$ cat src/rtl/fadc_ctrl_avg_pkg.sv
// ---------------------------------------------------------------------------
// fadc_ctrl_avg_pkg
//
// Purpose : shared definitions for the averaging flash-ADC controller.
//           Holds the controller state encoding and the depth of the
//           synchroniser chains used on the PAD/scan inputs.
// Ports   : none (package)
// ---------------------------------------------------------------------------
package fadc_ctrl_avg_pkg;

    // Controller states. The 3-bit encoding leaves room for a future state
    // without changing the state register width.
    typedef enum logic [2:0] {
        ST_IDLE    = 3'd0,
        ST_SETTLE  = 3'd1,
        ST_STROBE  = 3'd2,
        ST_CAPTURE = 3'd3,
        ST_DONE    = 3'd4
    } state_e;

    // Number of metastability flops on every asynchronous input. START
    // carries one additional history flop for rising-edge detection.
    localparam int SYNC_DEPTH = 2;

endpackage

$ cat src/rtl/fadc_ctrl_avg_therm2bin.sv
// ---------------------------------------------------------------------------
// fadc_ctrl_avg_therm2bin
//
// Purpose : purely combinational thermometer-to-binary converter for the
//           flash comparator bank. The output code is the index of the
//           highest set comparator bit plus one; all-zeros gives 0.
//
// Configuration macro : FADC_BUBBLE_CORR_EN
//           defined   -> each comparator bit is first replaced by the
//                        majority of itself and its two neighbours, with
//                        the bit below the bank taken as 1 and the bit
//                        above the bank taken as 0. Adds no pipeline stage.
//           undefined -> the raw capture drives the decoder directly.
//
// Ports   :
//   therm_i  in   2^NBITS-1  captured thermometer code, bit0 = lowest threshold
//   code_o   out  NBITS      binary code
// ---------------------------------------------------------------------------
module fadc_ctrl_avg_therm2bin #(
    parameter int NBITS = 3
) (
    input  logic [(2**NBITS)-2:0] therm_i,
    output logic [NBITS-1:0]      code_o
);

    localparam int NCOMP = (2**NBITS) - 1;

    logic [NCOMP-1:0] cleanTherm;

`ifdef FADC_BUBBLE_CORR_EN
    // The padded vector places a forced 1 below bit0 and a forced 0 above
    // the top comparator, so edge bits see a well-defined neighbourhood.
    // A lone 0 inside a run of 1s (or a lone 1 above it) is voted away.
    logic [NCOMP+1:0] paddedTherm;

    always_comb begin
        paddedTherm = {1'b0, therm_i, 1'b1};
        cleanTherm  = '0;
        for (int i = 0; i < NCOMP; i++) begin
            cleanTherm[i] = (paddedTherm[i]   & paddedTherm[i+1]) |
                            (paddedTherm[i]   & paddedTherm[i+2]) |
                            (paddedTherm[i+1] & paddedTherm[i+2]);
        end
    end
`else
    // Without correction the raw capture goes straight to the decoder.
    assign cleanTherm = therm_i;
`endif

    // Priority decode: later iterations overwrite earlier ones, so the
    // highest set bit wins.
    always_comb begin
        code_o = '0;
        for (int i = 0; i < NCOMP; i++) begin
            if (cleanTherm[i]) begin
                code_o = NBITS'(i + 1);
            end
        end
    end

endmodule

$ cat src/rtl/fadc_ctrl_avg.sv
// ---------------------------------------------------------------------------
// fadc_ctrl_avg
//
// Purpose : parametrised flash-ADC digital controller with averaging.
//           On a synchronised rising edge of START it loads the bias code,
//           waits SETTLE_CYC cycles, then strobes and captures the
//           comparator bank 2^NAVG_LOG2 times, accumulates the decoded
//           codes and publishes the truncated average with a VALID pulse.
//
// Configuration macro : FADC_BUBBLE_CORR_EN (consumed by the decoder
//           sub-module; enables majority bubble correction of captures).
//
// Ports   :
//   clk       in   1           system clock, rising edge
//   RSTN      in   1           asynchronous active-low reset
//   START     in   1           unsynchronised conversion request (rising edge)
//   BIAS_SET  in   BIAS_W      unsynchronised bias code from PAD/scan
//   COMP_OUT  in   2^NBITS-1   thermometer code from the comparator bank
//   BIAS_OUT  out  BIAS_W      registered bias code to the flash core
//   COMP_EN   out  1           one-cycle comparator strobe per capture
//   DOUT      out  NBITS       averaged result, held until the next VALID
//   VALID     out  1           one-cycle pulse when DOUT/OVR update
//   BUSY      out  1           high from SETTLE through DONE
//   OVR       out  1           a capture of the last conversion was all-ones
// ---------------------------------------------------------------------------
module fadc_ctrl_avg
    import fadc_ctrl_avg_pkg::*;
#(
    parameter int NBITS      = 3,
    parameter int NAVG_LOG2  = 2,
    parameter int SETTLE_CYC = 4,
    parameter int BIAS_W     = 4
) (
    input  logic                  clk,
    input  logic                  RSTN,
    input  logic                  START,
    input  logic [BIAS_W-1:0]     BIAS_SET,
    input  logic [(2**NBITS)-2:0] COMP_OUT,
    output logic [BIAS_W-1:0]     BIAS_OUT,
    output logic                  COMP_EN,
    output logic [NBITS-1:0]      DOUT,
    output logic                  VALID,
    output logic                  BUSY,
    output logic                  OVR
);

    localparam int NCOMP = (2**NBITS) - 1;
    localparam int ACC_W = NBITS + NAVG_LOG2;
    localparam int CNT_W = NAVG_LOG2 + 1;
    localparam int SET_W = $clog2(SETTLE_CYC + 1);

    localparam logic [CNT_W-1:0] NSAMP       = CNT_W'(2**NAVG_LOG2);
    localparam logic [SET_W-1:0] SETTLE_LAST = SET_W'(SETTLE_CYC - 1);

    state_e              state_q;
    logic [SYNC_DEPTH:0] startSync_q;
    logic [BIAS_W-1:0]   biasMeta_q;
    logic [BIAS_W-1:0]   biasSync_q;
    logic [NCOMP-1:0]    compCap_q;
    logic [ACC_W-1:0]    acc_q;
    logic [ACC_W-1:0]    acc_d;
    logic [CNT_W-1:0]    cnt_q;
    logic [CNT_W-1:0]    cnt_d;
    logic [SET_W-1:0]    settleCnt_q;
    logic                ovrFlag_q;

    logic                trigger;
    logic                capAllOnes;
    logic [NBITS-1:0]    capCode;

    // Decoder for the latched comparator word.
    fadc_ctrl_avg_therm2bin #(
        .NBITS (NBITS)
    ) u_therm2bin (
        .therm_i (compCap_q),
        .code_o  (capCode)
    );

    // Rising edge of the synchronised START: newest synced bit high while
    // the history flop still holds the previous low level.
    assign trigger    = startSync_q[SYNC_DEPTH-1] & ~startSync_q[SYNC_DEPTH];
    assign capAllOnes = &compCap_q;

    // Running sum and sample count as they will be after this capture.
    // The accumulator is sized for 2^NAVG_LOG2 maximum codes, so the add
    // never wraps.
    always_comb begin
        acc_d = acc_q + ACC_W'(capCode);
        cnt_d = cnt_q + CNT_W'(1);
    end

    // Synchronisers, sequencing FSM, accumulator and all output registers.
    // Outputs are registered and assigned on the transition into the state
    // that owns them, so COMP_EN is high exactly during STROBE and VALID
    // exactly during DONE. COMP_EN and VALID default low every cycle.
    always_ff @(posedge clk or negedge RSTN) begin
        if (!RSTN) begin
            state_q     <= ST_IDLE;
            startSync_q <= '0;
            biasMeta_q  <= '0;
            biasSync_q  <= '0;
            compCap_q   <= '0;
            acc_q       <= '0;
            cnt_q       <= '0;
            settleCnt_q <= '0;
            ovrFlag_q   <= 1'b0;
            BIAS_OUT    <= '0;
            COMP_EN     <= 1'b0;
            DOUT        <= '0;
            VALID       <= 1'b0;
            BUSY        <= 1'b0;
            OVR         <= 1'b0;
        end else begin
            startSync_q <= {startSync_q[SYNC_DEPTH-1:0], START};
            biasMeta_q  <= BIAS_SET;
            biasSync_q  <= biasMeta_q;
            COMP_EN     <= 1'b0;
            VALID       <= 1'b0;

            case (state_q)
                ST_IDLE: begin
                    if (trigger) begin
                        state_q     <= ST_SETTLE;
                        BIAS_OUT    <= biasSync_q;
                        acc_q       <= '0;
                        cnt_q       <= '0;
                        settleCnt_q <= '0;
                        ovrFlag_q   <= 1'b0;
                        BUSY        <= 1'b1;
                    end
                end

                ST_SETTLE: begin
                    if (settleCnt_q == SETTLE_LAST) begin
                        state_q <= ST_STROBE;
                        COMP_EN <= 1'b1;
                    end else begin
                        settleCnt_q <= settleCnt_q + SET_W'(1);
                    end
                end

                // The comparators resolve during the strobe cycle; their
                // word is latched at its closing edge.
                ST_STROBE: begin
                    compCap_q <= COMP_OUT;
                    state_q   <= ST_CAPTURE;
                end

                // The OVR port sees the sticky flag including this capture,
                // since the flag register itself updates at the same edge.
                ST_CAPTURE: begin
                    acc_q <= acc_d;
                    cnt_q <= cnt_d;
                    if (capAllOnes) begin
                        ovrFlag_q <= 1'b1;
                    end
                    if (cnt_d == NSAMP) begin
                        state_q <= ST_DONE;
                        DOUT    <= acc_d[ACC_W-1:NAVG_LOG2];
                        OVR     <= ovrFlag_q | capAllOnes;
                        VALID   <= 1'b1;
                    end else begin
                        state_q <= ST_STROBE;
                        COMP_EN <= 1'b1;
                    end
                end

                ST_DONE: begin
                    state_q <= ST_IDLE;
                    BUSY    <= 1'b0;
                end

                default: begin
                    state_q <= ST_IDLE;
                    BUSY    <= 1'b0;
                end
            endcase
        end
    end

endmodule

$ cat config.mk
export PLATFORM = sky130hd
export DESIGN_NAME = fadc_ctrl_avg
export DESIGN_NICKNAME = d
export VERILOG_FILES = /design/src/rtl/fadc_ctrl_avg_pkg.sv /design/src/rtl/fadc_ctrl_avg_therm2bin.sv /design/src/rtl/fadc_ctrl_avg.sv
export SDC_FILE = /design/constraint.sdc
export NUM_CORES = 1
export LEC_CHECK = 0
export BUFFER_PORTS_ARGS = -buffer_cell sky130_fd_sc_hd__buf_2
export CORE_MARGIN = 1.5
export CORE_UTILIZATION = 35
export CTS_CLUSTER_SIZE = 24
export DETAILED_ROUTE_END_ITERATION = 7
export PLACE_DENSITY_LB_ADDON = 0.1
export SETUP_SLACK_MARGIN = 0.5
export SYNTH_ARGS = -nofsm -noshare
export SYNTH_HDL_FRONTEND = slang
export SYNTH_SLANG_ARGS = --single-unit
$ cat constraint.sdc
create_clock -name clk -period 5.28 [get_ports clk]
set_input_delay 0.264 -clock clk [delete_from_list [all_inputs] [get_ports clk]]
set_output_delay 0.264 -clock clk [all_outputs]
set_load 0.1 [all_outputs]
==> results.json, run 1 <==
{
  "final_common_cell": "dfrtp_1",
  "start_util_pct": 36.4,
  "maxCapViolCount": 0,
  "clk_pin_slew_ns": 0.08,
  "synth_cells": 152,
  "drt_iter0_markers": 40,
  "synth_area_leaders": "dfrtp_1 (59%), mux2_2 (7.2%), ha_1 (4.7%)",
  "start_kind": "flop",
  "gp_congestion": 0.792,
  "r2r_cells": 11,
  "fin_area_sq_um": 2160,
  "synth_cell_types": 35,
  "postSynthAreaPerCell_sq_um": 12.3,
  "seq_area_frac_synth_pct": 58.9,
  "hold_buffers": 0,
  "viasPerCell": 4.73,
  "cts_tree": "yes",
  "root_buffer": "clkbuf_8",
  "placedInstanceArea_sq_um": 2040,
  "antenna_found_initial": 0,
  "htreeDepth": 2,
  "grt_pass1_vias": 1120,
  "synth_flop_cell": "dfrtp_1",
  "cpMaxStageDelayCell": "dfrtp_1",
  "r2r_end": "acc_q[4]$_DFFE_PN0P_",
  "grtUsageTotal_pct": 11.8,
  "drv_slew": 0,
  "die_y_microns": 76.1,
  "reg2reg_from": "compCap_q[1]$_DFFE_PN0P_",
  "dp_hpwl_microns": 2170,
  "synth_top_cell_by_area": "dfrtp_1",
  "grt_first_pass_wirelength_microns": 5290,
  "hold_viol": 0,
  "nets": 201,
  "worstPathArrival_ns": 2.48,
  "grt.overflow.total": 0,
  "crit_fanout": 4,
  "synth.top_cell.area_share_pct": 58.9,
  "cp_data_required_time_ns": 5.47,
  "skew_ns": 0.00302,
  "fin_tns_setup_ns": 0,
  "hp-class": "in -> reg",
  "wl_per_cell_microns": 12.3,
  "post-route-min-period_ns": 2.29,
  "endpoint_kind": "flop",
  "crit_type": "reg -> reg",
  "clock_latency_ns": 0.29,
  "core_sq_um": 5140,
  "hold-path-cell-count": 1,
  "clockBufferDepth": 2,
  "holdPathEnd": "startSync_q[0]$_DFF_PN0_",
  "syn_to_final_growth_pct": 15.7,
  "cpPeakStageDelay_ns": 0.41,
  "cts_setup_buffers": 0,
  "layout_common_cells": "dfrtp_1 (44), buf_2 (24), nand2_1 (15)",
  "cts_sinks": 44,
  "std_cell_rows": 26,
  "hold_start": "START",
  "io_buffers": 24,
  "cts_buffers": 5,
  "ant_nets": 0,
  "crit_chain": "nand2b_1 -> a21oi_1 -> nor2_1 -> o21bai_1 -> ha_1 -> inv_1 -> fa_1 -> nor2b_1 -> o21ai_0 -> a21o_1 -> a21o_1",
  "r2r_slack_ns": 2.99,
  "relSlewSlack_pct": 35.3,
  "synth-edff-count": 0,
  "fin_crit_sh_pct": 43.4,
  "ys_warn_count": 0,
  "ys_seq_elements": 44,
  "setup_viol": 0,
  "firstDrtPassIters": 4,
  "synthesis.area_sq_um": 1870,
  "drc": 0,
  "rsz0062_at_grt": "no",
  "vias": 1182,
  "die_area_sq_um": 5790,
  "status": "finished clean",
  "drive_gt1_share_pct": 26.7,
  "insertedDiodeCount": 0,
  "routed_wl_microns": 3070,
  "synthArstFlopShare_pct": 100,
  "worst_slew_pin_slew_ns": 0.971,
  "ioPinCount": 25,
  "cpMostUsedCell": "a21o_1",
  "syn_nets": 174,
  "grt_max_degree": 45,
  "cts_resized": 0,
  "die_w_microns": 76.1,
  "max_freq_mhz": 437
}
==> registers in the layout (all words and copies together), names as in the netlist, 3 cells and up <==
| name | cells |
|---|---|
| acc_q | 5 |
| compCap_q | 7 |
| state_q | 3 |
| startSync_q | 3 |
| cnt_q | 3 |
| BIAS_OUT | 4 |
| biasSync_q | 4 |
| DOUT | 3 |
| biasMeta_q | 4 |
| settleCnt_q | 3 |
==> how the worst max path moves through the flow <==
stage | from | end
3_3_place_gp | compCap_q[1]$_DFFE_PN0P_ | acc_q[4]$_DFFE_PN0P_
4_1_cts | compCap_q[1]$_DFFE_PN0P_ | acc_q[4]$_DFFE_PN0P_
5_1_grt | compCap_q[1]$_DFFE_PN0P_ | acc_q[4]$_DFFE_PN0P_
2_1_floorplan | compCap_q[1]$_DFFE_PN0P_ | acc_q[4]$_DFFE_PN0P_
6_report | compCap_q[1]$_DFFE_PN0P_ | acc_q[4]$_DFFE_PN0P_
3_5_place_dp | compCap_q[1]$_DFFE_PN0P_ | acc_q[4]$_DFFE_PN0P_
==> through the flow <==
stage          cells  setup slack (ns)  utilization [%]  hold WS [ns]
2_1_floorplan    152              3.18                -       -0.0316
3_3_place_gp     242              3.06             39.8         0.335
3_5_place_dp     242              3.01             39.8         0.336
4_1_cts          250              2.98             42.1        0.0537
5_1_grt          250              2.81             42.1        0.0456
6_report         250              2.99             42.1        0.0696
==> cell type report <==
cell class / count / area, sq um
Fill cell: 522 / 2980
Sequential cell: 44 / 1100
Multi-Input combinational cell: 96 / 704
Timing Repair Buffer: 24 / 120
Tap cell: 70 / 87.6
Clock buffer: 6 / 82.6
Clock inverter: 2 / 38.8
Inverter: 8 / 30.0
==> cell families after synthesis <==
kind of cell             share of synthesized area (%)
flip-flops                                        58.9
AND/OR/NAND/NOR                                   13.0
AO/OA/AOI/OAI                                     9.23
multiplexers                                      7.83
buffers and inverters                             3.48
adder cells (fa/ha/maj)                           5.75
XOR/XNOR                                          1.87
==> per-layer routing <==
layer / track usage, % / wire length [microns]
met1: 15.1 / 1470
met2: 18.1 / 1410
met3: 3.71 / 115
met4: 5.56 / 65
met5: 0 / 0
==> worst max-delay path: cells and delay by family, from the launching register on <==
| family | cells | cell delay, ns |
|---|---|---|
| AO/OA/AOI/OAI | 5 | 0.82 |
| AND/OR/NAND/NOR | 3 | 0.31 |
| buffers and inverters | 1 | 0.05 |
| flip-flops | 1 | 0.41 |
| adder cells (fa/ha/maj) | 2 | 0.59 |
==> synth_stat cells, types with 2 or more instances <==
master / instances
nor3_1: 3
buf_6: 2
dfrtp_1: 44
nor2b_1: 2
nand3b_1: 3
nand2b_1: 2
o21ai_0: 10
inv_1: 8
nor2_1: 10
ha_1: 7
a21o_1: 3
mux2_2: 12
o22ai_1: 3
nand2_1: 15
xnor2_1: 3
a21oi_1: 5
nand3_1: 2
Power of run 1 is left out: the tool's default activity adds up to more than one toggle a clock period on the data nets, which glitch-free logic cannot reach.
==> run 2, diff against run 1 <==
==> constraint.sdc (replaced) <==
create_clock -name clk -period 1.9 [get_ports clk]
set_input_delay 0.095 -clock clk [delete_from_list [all_inputs] [get_ports clk]]
set_output_delay 0.095 -clock clk [all_outputs]
set_load 0.1 [all_outputs]
==> results.json, run 2 (same netlist as run 1, synthesis figures left out) <==
{
  "status": "finished, violations left",
  "violations": "setup timing",
  "drc": 0,
  "hold_viol": 0,
  "placedInstanceArea_sq_um": 2140,
  "rsz0062_at_grt": "yes",
  "std_cell_rows": 26,
  "top_regs": "compCap_q x7, acc_q x5",
  "endpoint_kind": "flop",
  "viasPerCell": 4.63,
  "die_y_microns": 76.1,
  "fillers": 490,
  "relSlewSlack_pct": 63.7,
  "routed_wl_microns": 3870,
  "final_core_util_pct": 52.3,
  "gp_congestion": 0.755,
  "maxCapViolCount": 0,
  "dp_hpwl_microns": 2270,
  "grt_pass1_vias": 1373,
  "clk_pin_slew_ns": 0.09,
  "clockBufferDepth": 2,
  "fin_area_sq_um": 2690,
  "insertedDiodeCount": 0,
  "firstDrtPassIters": 2,
  "start_kind": "flop",
  "vias": 1330,
  "cts_sinks": 44,
  "root_buffer": "clkbuf_8",
  "die_w_microns": 76.1,
  "ioPinCount": 25,
  "drive_gt1_share_pct": 49.8,
  "worst_slew_pin_slew_ns": 0.545,
  "nets": 238,
  "grtUsageTotal_pct": 14.2,
  "antenna_found_initial": 0,
  "io_buffers": 24,
  "final_common_cell": "dfrtp_1",
  "crit_type": "reg -> reg",
  "layout_common_cells": "dfrtp_1 (41), buf_2 (24), buf_4 (22)",
  "wl_per_cell_microns": 13.5,
  "setup_ws_ns": -0.122,
  "drt_iter0_markers": 39,
  "post-route-min-period_ns": 2.02,
  "largest_reg_flops": 7,
  "fin_crit_sh_pct": 106,
  "grt_first_pass_wirelength_microns": 6490,
  "start_util_pct": 36.4,
  "worstPathArrival_ns": 2.21,
  "cp_data_required_time_ns": 2.09,
  "max_freq_mhz": 494,
  "hp-class": "in -> reg",
  "drv_slew": 0,
  "cts_tree": "yes",
  "setup_viol": 5,
  "dp_slack_ns": -0.190,
  "htreeDepth": 2,
  "syn_to_final_growth_pct": 43.7,
  "ant_nets": 0,
  "grt.overflow.total": 0,
  "skew_ns": 0.00626,
  "regMostFlops": "compCap_q",
  "cts_buffers": 5,
  "die_area_sq_um": 5790,
  "crit_fanout": 2,
  "clock_latency_ns": 0.30,
  "grt_max_degree": 45,
  "core_sq_um": 5140
}
-- run 2: metal layers --
metal / routed length [microns] / track usage, %
met1: 1800 / 18.0
met2: 1920 / 23.8
met3: 108 / 3.59
met4: 48 / 4.44
met5: 0 / 0
-- run 2: final timing paths --
| kind | from | end | slack [ns] | cells after the start |
|---|---|---|---|---|
| min in group asynchronous | RSTN | startSync_q[1]$_DFF_PN0_ | 0.40 | 3 |
| max | compCap_q[1]$_DFFE_PN0P_ | DOUT[0]$_DFFE_PN0P_ | -0.12 | 10 |
| min reg2reg | startSync_q[0]$_DFF_PN0_ | startSync_q[1]$_DFF_PN0_ | 0.36 | 0 |
| max reg2reg | compCap_q[1]$_DFFE_PN0P_ | DOUT[0]$_DFFE_PN0P_ | -0.12 | 10 |
| min | COMP_OUT[0] | compCap_q[0]$_DFFE_PN0P_ | 0.02 | 2 |
| max in group asynchronous | RSTN | state_q[2]$_DFFE_PN0P_ | 1.11 | 3 |
-- run 2: worst max-delay path, cell delays in order, from the launching register on --
cell and delay [ns]:
dfrtp_1 0.39, nand2b_4 0.14, a21oi_2 0.10, nor2_1 0.05
o21bai_1 0.14, ha_2 0.21, inv_2 0.04, fa_2 0.35
buf_6 0.14, xnor2_4 0.11, mux2_4 0.26
-- run 2: per-stage QoR --
stage,cells,TNS (ns),hold slack [ns]
6_report,287,-0.414,0.0248
5_1_grt,287,-1.24,0.00446
4_1_cts,279,-0.720,0.0112
3_5_place_dp,250,-0.474,0.205
3_3_place_gp,250,-0.364,0.199
2_1_floorplan,152,-0.126,-0.201
-- run 2: final cells by class --
cell class / count / area, sq um / share of cell area (%)
Clock buffer: 5 / 68.8 / 2.56
Timing Repair Buffer: 61 / 445 / 16.6
Multi-Input combinational cell: 96 / 926 / 34.4
Clock inverter: 3 / 26.3 / 0.977
Inverter: 8 / 30.0 / 1.12
Tap cell: 70 / 87.6 / 3.26
Sequential cell: 44 / 1100 / 41.1
-- run 2: repair_timing --
item,CTS,global route
pin swaps,18,14
resized for setup,29,25
hold buffers,7,0
buffers inserted,14,8
endpoints found under the hold margin,50,0
setup endpoints to repair,26,27
Power of run 2 is left out for the same reason.
==> run 3, diff against run 2 <==
--- a/config.mk
+++ b/config.mk
@@ -14,4 +14,5 @@
 export SETUP_SLACK_MARGIN = 0.5
 export SYNTH_ARGS = -nofsm -noshare
 export SYNTH_HDL_FRONTEND = slang
+export SYNTH_HIERARCHICAL = 1
 export SYNTH_SLANG_ARGS = --single-unit
==> results.json, run 3 <==
{
  "die_area_sq_um": 5870,
  "grt_util_met1_pct": 20.8,
  "cts_tree": "yes",
  "synthesis.area_sq_um": 1900,
  "wl_per_cell_microns": 15.2,
  "clk_pin_slew_ns": 0.09,
  "vias": 1403,
  "crit_type": "reg -> reg",
  "crit_fanout": 4,
  "skew_ns": 0.00359,
  "multi_input_area_sq_um": 955,
  "maxCapViolCount": 0,
  "htreeDepth": 2,
  "regMostFlops": "compCap_q",
  "synth.top_cell.area_share_pct": 58.0,
  "synthArstFlopShare_pct": 100,
  "cts_sinks": 44,
  "syn_nets": 171,
  "nets": 234,
  "grt_pass1_vias": 1446,
  "drt_iter0_markers": 37,
  "fin_crit_sh_pct": 95.5,
  "std_cell_rows": 26,
  "io_buffers": 24,
  "firstDrtPassIters": 4,
  "grt_use_met3_pct": 3.83,
  "synth_cell_types": 38,
  "max_freq_mhz": 551,
  "gp_congestion": 0.727,
  "hp-class": "in -> reg",
  "synth_top_cell_by_area": "dfrtp_1",
  "worst_slew_pin_slew_ns": 0.759,
  "grtUsageTotal_pct": 15.2,
  "p_total_mw": 5.35,
  "irDropWorstVdd_uv": 1200,
  "post-route-min-period_ns": 1.82,
  "dp_slack_ns": 0.0932,
  "core_sq_um": 5170,
  "drv_slew": 0,
  "clockBufferDepth": 2,
  "die_w_microns": 76.6,
  "drc": 0,
  "hold_viol": 0,
  "synth_flop_cell": "dfrtp_1",
  "worstPathArrival_ns": 2.03,
  "routed_wl_microns": 4300,
  "grt_util_met2_pct": 23.0,
  "relSlewSlack_pct": 49.4,
  "grt.busiest_layer": "met2",
  "leakage_nw": 1.25,
  "synth-edff-count": 0,
  "insertedDiodeCount": 0,
  "status": "finished clean",
  "endpoint_kind": "flop",
  "ys_seq_elements": 44,
  "power_density_nw_per_um2": 1950,
  "grt.overflow.total": 0,
  "die_y_microns": 76.6,
  "syn_to_final_growth_pct": 44.9,
  "viasPerCell": 4.96,
  "final_common_cell": "dfrtp_1",
  "clock_latency_ns": 0.29,
  "start_util_pct": 36.7,
  "ys_warn_count": 6,
  "top_regs": "compCap_q x7, acc_q x5",
  "post-synth-top-count-cell": "dfrtp_1",
  "root_buffer": "clkbuf_8",
  "antenna_found_initial": 0,
  "synth_area_leaders": "dfrtp_1 (58%), mux2_2 (8.9%), ha_1 (4.6%)",
  "synth_cells": 149,
  "rsz0062_at_grt": "yes",
  "start_kind": "flop",
  "final_core_util_pct": 53.1,
  "dp_hpwl_microns": 2690,
  "ant_nets": 0,
  "cp_data_required_time_ns": 2.12,
  "drive_gt1_share_pct": 52.6,
  "layout_common_cells": "dfrtp_1 (42), buf_2 (24), buf_4 (20)",
  "synthTopCellsByCount": "dfrtp_1 (44), mux2_2 (15), a22o_1 (9)",
  "largest_reg_flops": 7,
  "postSynthAreaPerCell_sq_um": 12.7,
  "fillers": 457,
  "setup_ws_ns": 0.0846,
  "seq_area_sq_um": 1100,
  "ioPinCount": 25,
  "grt_max_degree": 35,
  "cts_buffers": 5,
  "grt_first_pass_wirelength_microns": 7000,
  "seq_area_frac_synth_pct": 58.0,
  "setup_viol": 0
}
run 3: metal layers:
layer / wire length [microns] / vias to the layer above
li1: - / 671
met1: 2100 / 700
met2: 2020 / 25
met3: 120 / 7
met4: 55 / 0
met5: 0 / -
run 3: cell type report:
type	count	area share (%)
Clock buffer	5	2.50
Clock inverter	3	1.68
Inverter	8	1.18
Multi-Input combinational cell	92	34.7
Sequential cell	44	40.2
Tap cell	70	3.19
Timing Repair Buffer	61	16.5
run 3: worst max-delay path: stages (launching register included):
cell	delay (ns)
dfrtp_1	0.42
inv_2	0.06
a21oi_2	0.04
o31ai_2	0.18
ha_2	0.23
fa_2	0.24
a21oi_4	0.07
or3_1	0.32
a31oi_1	0.17
run 3: worst paths after layout:
kind | startpoint | to | slack, ns | depth (start not counted)
max | compCap_q[1]$_DFFE_PN0P_ | DOUT[2]$_DFFE_PN0P_ | 0.08 | 8
min | COMP_OUT[3] | compCap_q[3]$_DFFE_PN0P_ | 0.03 | 2
max reg2reg | compCap_q[1]$_DFFE_PN0P_ | DOUT[2]$_DFFE_PN0P_ | 0.08 | 8
min reg2reg | startSync_q[0]$_DFF_PN0_ | startSync_q[1]$_DFF_PN0_ | 0.35 | 0
max in group asynchronous | RSTN | acc_q[2]$_DFFE_PN0P_ | 0.89 | 3
min in group asynchronous | RSTN | settleCnt_q[2]$_DFFE_PN0P_ | 0.41 | 2
run 3: through the flow:
step | hold slack, ns | cells | setup TNS [ns] | area [sq um]
finish | 0.0324 | 283 | 0 | 2750
floorplan | -0.201 | 149 | 0 | 1950
global placement | 0.192 | 249 | 0 | 2210
global route | 0.0104 | 283 | -0.0199 | 2750
CTS | 0.0228 | 279 | 0 | 2590
detailed placement | 0.204 | 249 | 0 | 2210
run 3: kinds of logic after synthesis:
group | count (synthesis) | share of synthesized area (%)
AO/OA/AOI/OAI | 39 | 14.6
AND/OR/NAND/NOR | 28 | 8.90
buffers and inverters | 13 | 2.97
flip-flops | 44 | 58.0
adder cells (fa/ha/maj) | 8 | 5.67
XOR/XNOR | 2 | 0.924
multiplexers | 15 | 8.90
run 3: where the power goes:
part	internal [mW]	switching, mW
Combinational	1.38	1.71
Clock	0.396	0.328
Sequential	1.26	0.281
run 3: timing repair:
item	CTS	global route
pin swaps	5	14
resized for setup	19	36
endpoints found under the hold margin	37	0
gates cloned	0	1
setup buffers	16	3
setup endpoints to repair	25	28
hold buffers	6	0
No activity file was read; power rests on OpenSTA's default activity.
